File: src/rtl/clk_trig_decoder.sv
// Receive-side decoder for the trigger-modulated clock line.
// Measures high/low phase lengths on fastclk and recovers the trigger level.
module clk_trig_decoder #(
   parameter int CNT_W   = 8,
   parameter int MISS_TH = 24,
   parameter int LOCK_N  = 4
) (
   input  logic fastclk,
   input  logic reset,
   input  logic clk_in,
   input  logic mode,
   output logic trig_out,
   output logic trig_valid,
   output logic err,
   output logic locked
);

   localparam logic [CNT_W-1:0] CNT_ONE  = CNT_W'(1);
   localparam logic [CNT_W-1:0] CNT_MAX  = '1;
   localparam logic [CNT_W-1:0] CNT_PRE  = {{(CNT_W-1){1'b1}}, 1'b0};
   localparam logic [CNT_W-1:0] TH_PRE   = CNT_W'(MISS_TH - 1);
   localparam logic [3:0]       LOCK_MAX = 4'(LOCK_N);
   localparam logic [3:0]       LOCK_PRE = 4'(LOCK_N - 1);

   typedef enum logic [1:0] {
      IDLE,
      MEAS_HIGH,
      MEAS_LOW
   } state_t;

   state_t           state;
   logic             d1, d2, d3;
   logic             mode_q;
   logic [CNT_W-1:0] hi_cnt, lo_cnt;
   logic [3:0]       good_cnt;

   logic rise, fall, mode_chg;
   logic hi_sat, lo_sat;

   assign rise     = d2 & ~d3;
   assign fall     = ~d2 & d3;
   assign mode_chg = mode ^ mode_q;
   assign hi_sat   = (hi_cnt == CNT_MAX);
   assign lo_sat   = (lo_cnt == CNT_MAX);

   always_ff @(posedge fastclk) begin
      if (reset) begin
         d1         <= 1'b0;
         d2         <= 1'b0;
         d3         <= 1'b0;
         mode_q     <= 1'b0;
         state      <= IDLE;
         hi_cnt     <= '0;
         lo_cnt     <= '0;
         good_cnt   <= '0;
         trig_out   <= 1'b0;
         trig_valid <= 1'b0;
         err        <= 1'b0;
         locked     <= 1'b0;
      end else begin
         d1         <= clk_in;
         d2         <= d1;
         d3         <= d2;
         mode_q     <= mode;
         trig_valid <= 1'b0;
         err        <= 1'b0;

         // a mode switch restarts acquisition without flagging an error
         if (mode_chg) begin
            state    <= IDLE;
            hi_cnt   <= '0;
            lo_cnt   <= '0;
            trig_out <= 1'b0;
            locked   <= 1'b0;
            good_cnt <= '0;
         end else begin
            case (state)
               IDLE: begin
                  if (rise) begin
                     hi_cnt <= CNT_ONE;
                     lo_cnt <= '0;
                     state  <= MEAS_HIGH;
                  end
               end

               MEAS_HIGH: begin
                  if (fall) begin
                     lo_cnt <= CNT_ONE;
                     state  <= MEAS_LOW;
                  end else if (hi_cnt == CNT_PRE) begin
                     hi_cnt   <= CNT_MAX;
                     err      <= 1'b1;
                     good_cnt <= '0;
                     locked   <= 1'b0;
                     state    <= IDLE;
                  end else if (!hi_sat) begin
                     hi_cnt <= hi_cnt + CNT_ONE;
                  end
               end

               MEAS_LOW: begin
                  if (rise) begin
                     hi_cnt <= CNT_ONE;
                     lo_cnt <= '0;
                     state  <= MEAS_HIGH;
                     if (!mode_q) begin
                        trig_out   <= 1'b0;
                        trig_valid <= 1'b1;
                        if (good_cnt != LOCK_MAX)
                           good_cnt <= good_cnt + 4'd1;
                        locked <= (good_cnt >= LOCK_PRE);
                     end else if (hi_sat || lo_sat
                                  || hi_cnt == lo_cnt) begin
                        err      <= 1'b1;
                        good_cnt <= '0;
                        locked   <= 1'b0;
                     end else begin
                        trig_out   <= (lo_cnt > hi_cnt);
                        trig_valid <= 1'b1;
                        if (good_cnt != LOCK_MAX)
                           good_cnt <= good_cnt + 4'd1;
                        locked <= (good_cnt >= LOCK_PRE);
                     end
                  end else if (mode_q && lo_cnt == CNT_PRE) begin
                     lo_cnt   <= CNT_MAX;
                     err      <= 1'b1;
                     good_cnt <= '0;
                     locked   <= 1'b0;
                     state    <= IDLE;
                  end else begin
                     // missing-clock low phase saturates silently
                     if (!lo_sat)
                        lo_cnt <= lo_cnt + CNT_ONE;
                     if (!mode_q && lo_cnt == TH_PRE) begin
                        trig_out   <= 1'b1;
                        trig_valid <= 1'b1;
                     end
                  end
               end

               default: state <= IDLE;
            endcase
         end
      end
   end

endmodule

File: config.mk
export PLATFORM = sky130hd
export DESIGN_NAME = clk_trig_decoder
export DESIGN_NICKNAME = d
export VERILOG_FILES = /design/src/rtl/clk_trig_decoder.sv
export SDC_FILE = /design/constraint.sdc
export NUM_CORES = 1
export LEC_CHECK = 0
export BUFFER_PORTS_ARGS = -buffer_cell sky130_fd_sc_hd__buf_2
export CORE_MARGIN = 2
export CORE_UTILIZATION = 61
export CTS_CLUSTER_DIAMETER = 40
export CTS_CLUSTER_SIZE = 8
export DETAILED_ROUTE_END_ITERATION = 12
export GPL_TIMING_DRIVEN = 0
export PLACE_DENSITY = 0.79
export SYNTH_ARGS = -nofsm -noshare
export SYNTH_HDL_FRONTEND = slang
export SYNTH_SLANG_ARGS = --single-unit
File: constraint.sdc
create_clock -name fastclk -period 2.3 [get_ports fastclk]
set_input_delay 0.115 -clock fastclk [delete_from_list [all_inputs] [get_ports fastclk]]
set_output_delay 0.115 -clock fastclk [all_outputs]
set_load 0.02 [all_outputs]
==> flow_summary.ini, run 1 <==
[run_status]
status = finished, final reports clean

[clocking]
clk_path_buf_depth = 2
cts_tree = done
clock-sinks = 30
clkSlewWorstSetupHoldPaths_ps = 90
numCtsBuffers = 5
clockRootBuffer = clkbuf_4
clk_latency_ps = 330
cts.htree.levels = 2

[cells_and_area]
mostFrequentLayoutCells = dfxtp_1, inv_1, ha_1
final_common_cell = dfxtp_1
fin_area_sq_um = 2230
diodes = 0
fin_cells = 299
drive_above_1_share = 0.154
finalNetCount = 276
syn_to_final_growth_pct = 9.13
utilization = 0.678

[timing]
finalCritPeriodShare = 0.918
final.min_clock_period_ps = 2110
fmax_mhz = 473
rsz0062_at_grt = false
slew_headroom = 0.571
setup_violations = 0
setup_ws_ps = 188
hold_viol_final = 0
final_max_slew_viol_count = 0
hold_ws_ps = 29.0
finalSetupTns_ps = 0
fin_worst_skew_ps = 2.69
worst_pin_slew_ps = 643

[floorplanning]
num_rows = 21
die_h_um = 61.9
initial_utilization = 0.622
io_pins = 8
die_x_um = 61.9
die_area_sq_um = 3830
core_area_sq_um = 3280

[critical_path]
cp-start-kind = flop
end_kind = flop
worst-path-max-fanout = 8
cp.arrival_ps = 2350
path_class = flop to flop
worst_ep_required_time_ps = 2540

[synth]
synthFlopType = dfxtp_1
ys_warn_count = 0
yosysSeqAreaShare = 0.294
syn_inst = 236
synth-seq-cells = 30
synthesis.nets = 258
synthArstFlopShare = 0
syn_area_sq_um = 2040
syn_area_per_cell_sq_um = 8.65
ys_types = 53
synth-edff-count = 0

[grt]
grt_pass1_wl_mm = 7.28
grt_max_degree = 11
grt_pass1_vias = 1581
grt-ovfl-total = 0
antenna_found_initial = 0
grt_use_total = 0.259

[pwr]
powerDensity_nw_per_um2 = 416
power_mw = 0.928
p_leak_nw = 0.801
peakVddDrop_uv = 335

[hold_path]
hp-class = input port to flop

[placement]
post-place-ws_ps = 94.2
gp_congestion = 0.860
dp.final_hpwl_mm = 3.24
place_area_sq_um = 2130
portBuffers = 7
dp_cells = 289

[route]
avgRoutedWirePerCell_um = 14.8
ant_nets = 0
drt-vias-per-instance = 6.06
num_vias = 1812
wl_mm = 4.43
first_pass_iters = 4
drt_drc_violations_left = 0
drtIter0Drc = 80

[run]
max_cap_violations = 0
[routing by layer]
metal | vias up | wire length, um | part of all wire | global-route usage
met2 | 37 | 2030 | 0.46 | 0.406
met5 | - | 0 | 0 | 0
met4 | 0 | 70 | 0.016 | 0.106
met1 | 851 | 2130 | 0.48 | 0.343
li1 | 916 | - | - | -
met3 | 8 | 196 | 0.044 | 0.0580
[worst paths after layout]
kind,depth (start not counted),to,startpoint,slack [ps]
min,2,mode_q$_SDFF_PP0_,mode,30
max,7,trig_out$_SDFFE_PP0P_,hi_cnt[4]$_SDFFE_PP0P_,190
min reg2reg,1,d2$_SDFF_PP0_,d1$_SDFF_PP0_,450
max reg2reg,7,trig_out$_SDFFE_PP0P_,hi_cnt[4]$_SDFFE_PP0P_,190
[registers in the layout, summed over array words and instances, names as in the netlist, 2 cells and up]
signal	count
hi_cnt	8
lo_cnt	8
good_cnt	4
state	2
[cell usage after synthesis (6+ instances only)]
cell type | instances | area share
a211oi_1 | 9 | 0.033
a21oi_1 | 14 | 0.034
dfxtp_1 | 30 | 0.29
ha_1 | 18 | 0.11
inv_1 | 19 | 0.035
nand2_1 | 16 | 0.029
nand3_1 | 12 | 0.029
nand4_1 | 6 | 0.018
nor2_1 | 13 | 0.024
nor2b_1 | 7 | 0.021
nor3_1 | 6 | 0.015
o21ai_0 | 10 | 0.025
[power breakdown]
part | leakage [nW] | total (mW) | internal (mW) | switching (mW)
sequential | 0.242 | 0.527 | 0.523 | 0.00368
clock | 0.0302 | 0.309 | 0.137 | 0.172
combinational | 0.528 | 0.0916 | 0.0360 | 0.0556
total | 0.801 | 0.928 | 0.697 | 0.231
[cell families after synthesis]
family / count (synthesis) / share of synthesized area
adder cells (fa/ha/maj): 18 / 0.110
multiplexers: 4 / 0.0196
buffers and inverters: 28 / 0.0656
XOR/XNOR: 1 / 0.00429
AO/OA/AOI/OAI: 73 / 0.278
AND/OR/NAND/NOR: 82 / 0.228
flip-flops: 30 / 0.294
[final cells by class]
class                      instances  area (sq um)
buffer                             9          62.6
clock buffer                       6          51.3
fill                             275          1060
inverter                          19          71.3
multi-input combinational        178          1320
sequential                        30           601
tap                               46          57.6
timing repair buffer              11          70.1
[worst max-delay path, cell delays in order, from the launching register on]
cell and delay [ps]:
dfxtp_1 450, inv_1 140, ha_1 310, nand4_1 120, o22ai_1 150, a211oi_4 430
a31oi_1 130, a221oi_1 290
[what timing repair did]
action,in CTS,in global routing
buffers inserted,0,2
hold buffers,2,0
hold endpoints to repair,4,0
setup endpoints to repair,0,5
gates resized for setup,0,1
(Power assumes the default switching activity.)
==> inputs of run 2 (changes only) <==
CORE_ASPECT_RATIO = 1.25   (was unset)
SKIP_CTS_REPAIR_TIMING = 1   (was unset)
==> run 2 against run 1 <==
Non-clock buffer count decreased by 2. Total power increased by 12%. Sequential power about the same. Wire length grew 5.9%. Clock skew up 1.8 ps. First-iteration DRC count rose by 7.5%. Die area about the same. Critical path depth grew 1. Maximum frequency shrank 3.9%. Cell count decreased by 3.7%. Global-route usage up 0.062 points. Critical path type unchanged. Critical endpoint is now lo_cnt[1]$_SDFFE_PP0P_.
==> flow_summary.ini, run 2 (synthesis gave the netlist of run 1 again) <==
[timing]
hold_ws_ps = 33.0
finalCritPeriodShare = 0.956
slew_headroom = 0.579
worst_pin_slew_ps = 632
fmax_mhz = 455
final.min_clock_period_ps = 2200
hold_viol_final = 0
rsz0062_at_grt = true
fin_worst_skew_ps = 4.52
setup_violations = 0
setup_ws_ps = 102
final_max_slew_viol_count = 0

[floorplanning]
initial_utilization = 0.639
io_pins = 8
num_rows = 23
die_area_sq_um = 3830
core_area_sq_um = 3190
die_x_um = 55.8
die_h_um = 68.7

[route]
first_pass_iters = 4
drt-vias-per-instance = 6.34
num_vias = 1826
drt_drc_violations_left = 0
drtIter0Drc = 86
wl_mm = 4.69
ant_nets = 0
avgRoutedWirePerCell_um = 16.3

[cells_and_area]
syn_to_final_growth_pct = 9.68
fin_cells = 288
diodes = 0
fillers = 274
finalNetCount = 274
drive_above_1_share = 0.155
fin_area_sq_um = 2240
top_regs = hi_cnt (8), lo_cnt (8), good_cnt (4)
mostFrequentLayoutCells = dfxtp_1, inv_1, ha_1
final_common_cell = dfxtp_1

[clocking]
clkSlewWorstSetupHoldPaths_ps = 60
cts_tree = done
cts.htree.levels = 2
clk_path_buf_depth = 2
clockRootBuffer = clkbuf_8
clk_latency_ps = 290
numCtsBuffers = 5
clock-sinks = 30

[grt]
grt_pass1_vias = 1658
antenna_found_initial = 0
grt_use_total = 0.259
grt-ovfl-total = 0
grt_pass1_wl_mm = 7.64
grt_max_degree = 11

[hold_path]
hold_end = d3$_SDFF_PP0_
hold_path_depth = 2
hold_start = reset
hp-class = input port to flop

[placement]
post-place-ws_ps = 70.2
gp_congestion = 0.931
portBuffers = 7
dp.final_hpwl_mm = 3.37
dp_cells = 280
place_area_sq_um = 2120

[critical_path]
cp-start-kind = flop
rrSetupSlack_ps = 100
r2r_end = lo_cnt[1]$_SDFFE_PP0P_
cp.arrival_ps = 2350
worst_ep_required_time_ps = 2460
worst-path-max-fanout = 10
path_class = flop to flop
r2r_cells = 8
r2r_start = state[1]$_SDFFE_PP0P_
end_kind = flop

[pwr]
p_leak_nw = 0.806
peakVddDrop_uv = 406
power_mw = 1.04
powerDensity_nw_per_um2 = 465

[run_status]
status = finished, final reports clean

[run]
max_cap_violations = 0
## run 2: cell types whose count changed in the layout (fill, tap and decap cells not counted), sizes merged
cell,delta
dlygate4sd3,-2
## run 2: area by class of cell
type,instances,area (sq um),area share
Multi-Input combinational cell,178,1330,0.592
Sequential cell,30,601,0.268
Clock buffer,6,82.6,0.0369
Inverter,19,71.3,0.0318
Buffer,9,62.6,0.0279
Timing Repair Buffer,9,50.0,0.0223
Tap cell,37,46.3,0.0207
## run 2: worst max-delay path by stage
| stage | start | end | slack, ps | depth (start not counted) |
|---|---|---|---|---|
| after CTS | state[0]$_SDFFE_PP0P_ | hi_cnt[5]$_SDFFE_PP0P_ | 50 | 9 |
| after global placement | state[0]$_SDFFE_PP0P_ | hi_cnt[5]$_SDFFE_PP0P_ | 120 | 9 |
| final | state[1]$_SDFFE_PP0P_ | lo_cnt[1]$_SDFFE_PP0P_ | 100 | 8 |
| after floorplan | state[0]$_SDFFE_PP0P_ | hi_cnt[1]$_SDFFE_PP0P_ | 450 | 9 |
| after global routing | state[1]$_SDFFE_PP0P_ | lo_cnt[1]$_SDFFE_PP0P_ | -30 | 8 |
| after detailed placement | state[0]$_SDFFE_PP0P_ | hi_cnt[5]$_SDFFE_PP0P_ | 70 | 9 |
## run 2: per-layer routing
metal,up-vias,wire length [um],global-route usage
li1,909,-,-
met1,855,2030,0.295
met2,49,2380,0.464
met3,13,168,0.0522
met4,0,106,0.137
met5,-,0,0
## run 2: stage by stage
stage	setup TNS (ps)	utilization
finish	0	0.701
global route	-33.7	0.701
CTS	0	0.691
detailed placement	0	0.665
global placement	0	0.665
floorplan	0	-
## run 2: power breakdown
part | total (mW) | switching [mW] | internal, mW
Clock | 0.422 | 0.192 | 0.230
Sequential | 0.528 | 0.00395 | 0.524
Combinational | 0.0912 | 0.0568 | 0.0343
## run 2: critical path: stages, from the launching register on
cell      delay, ps
dfxtp_1         380
inv_1            80
ha_1            280
inv_1           230
nand2_1         200
a221oi_4        440
buf_6           210
mux2i_1         180
nor2_1           50
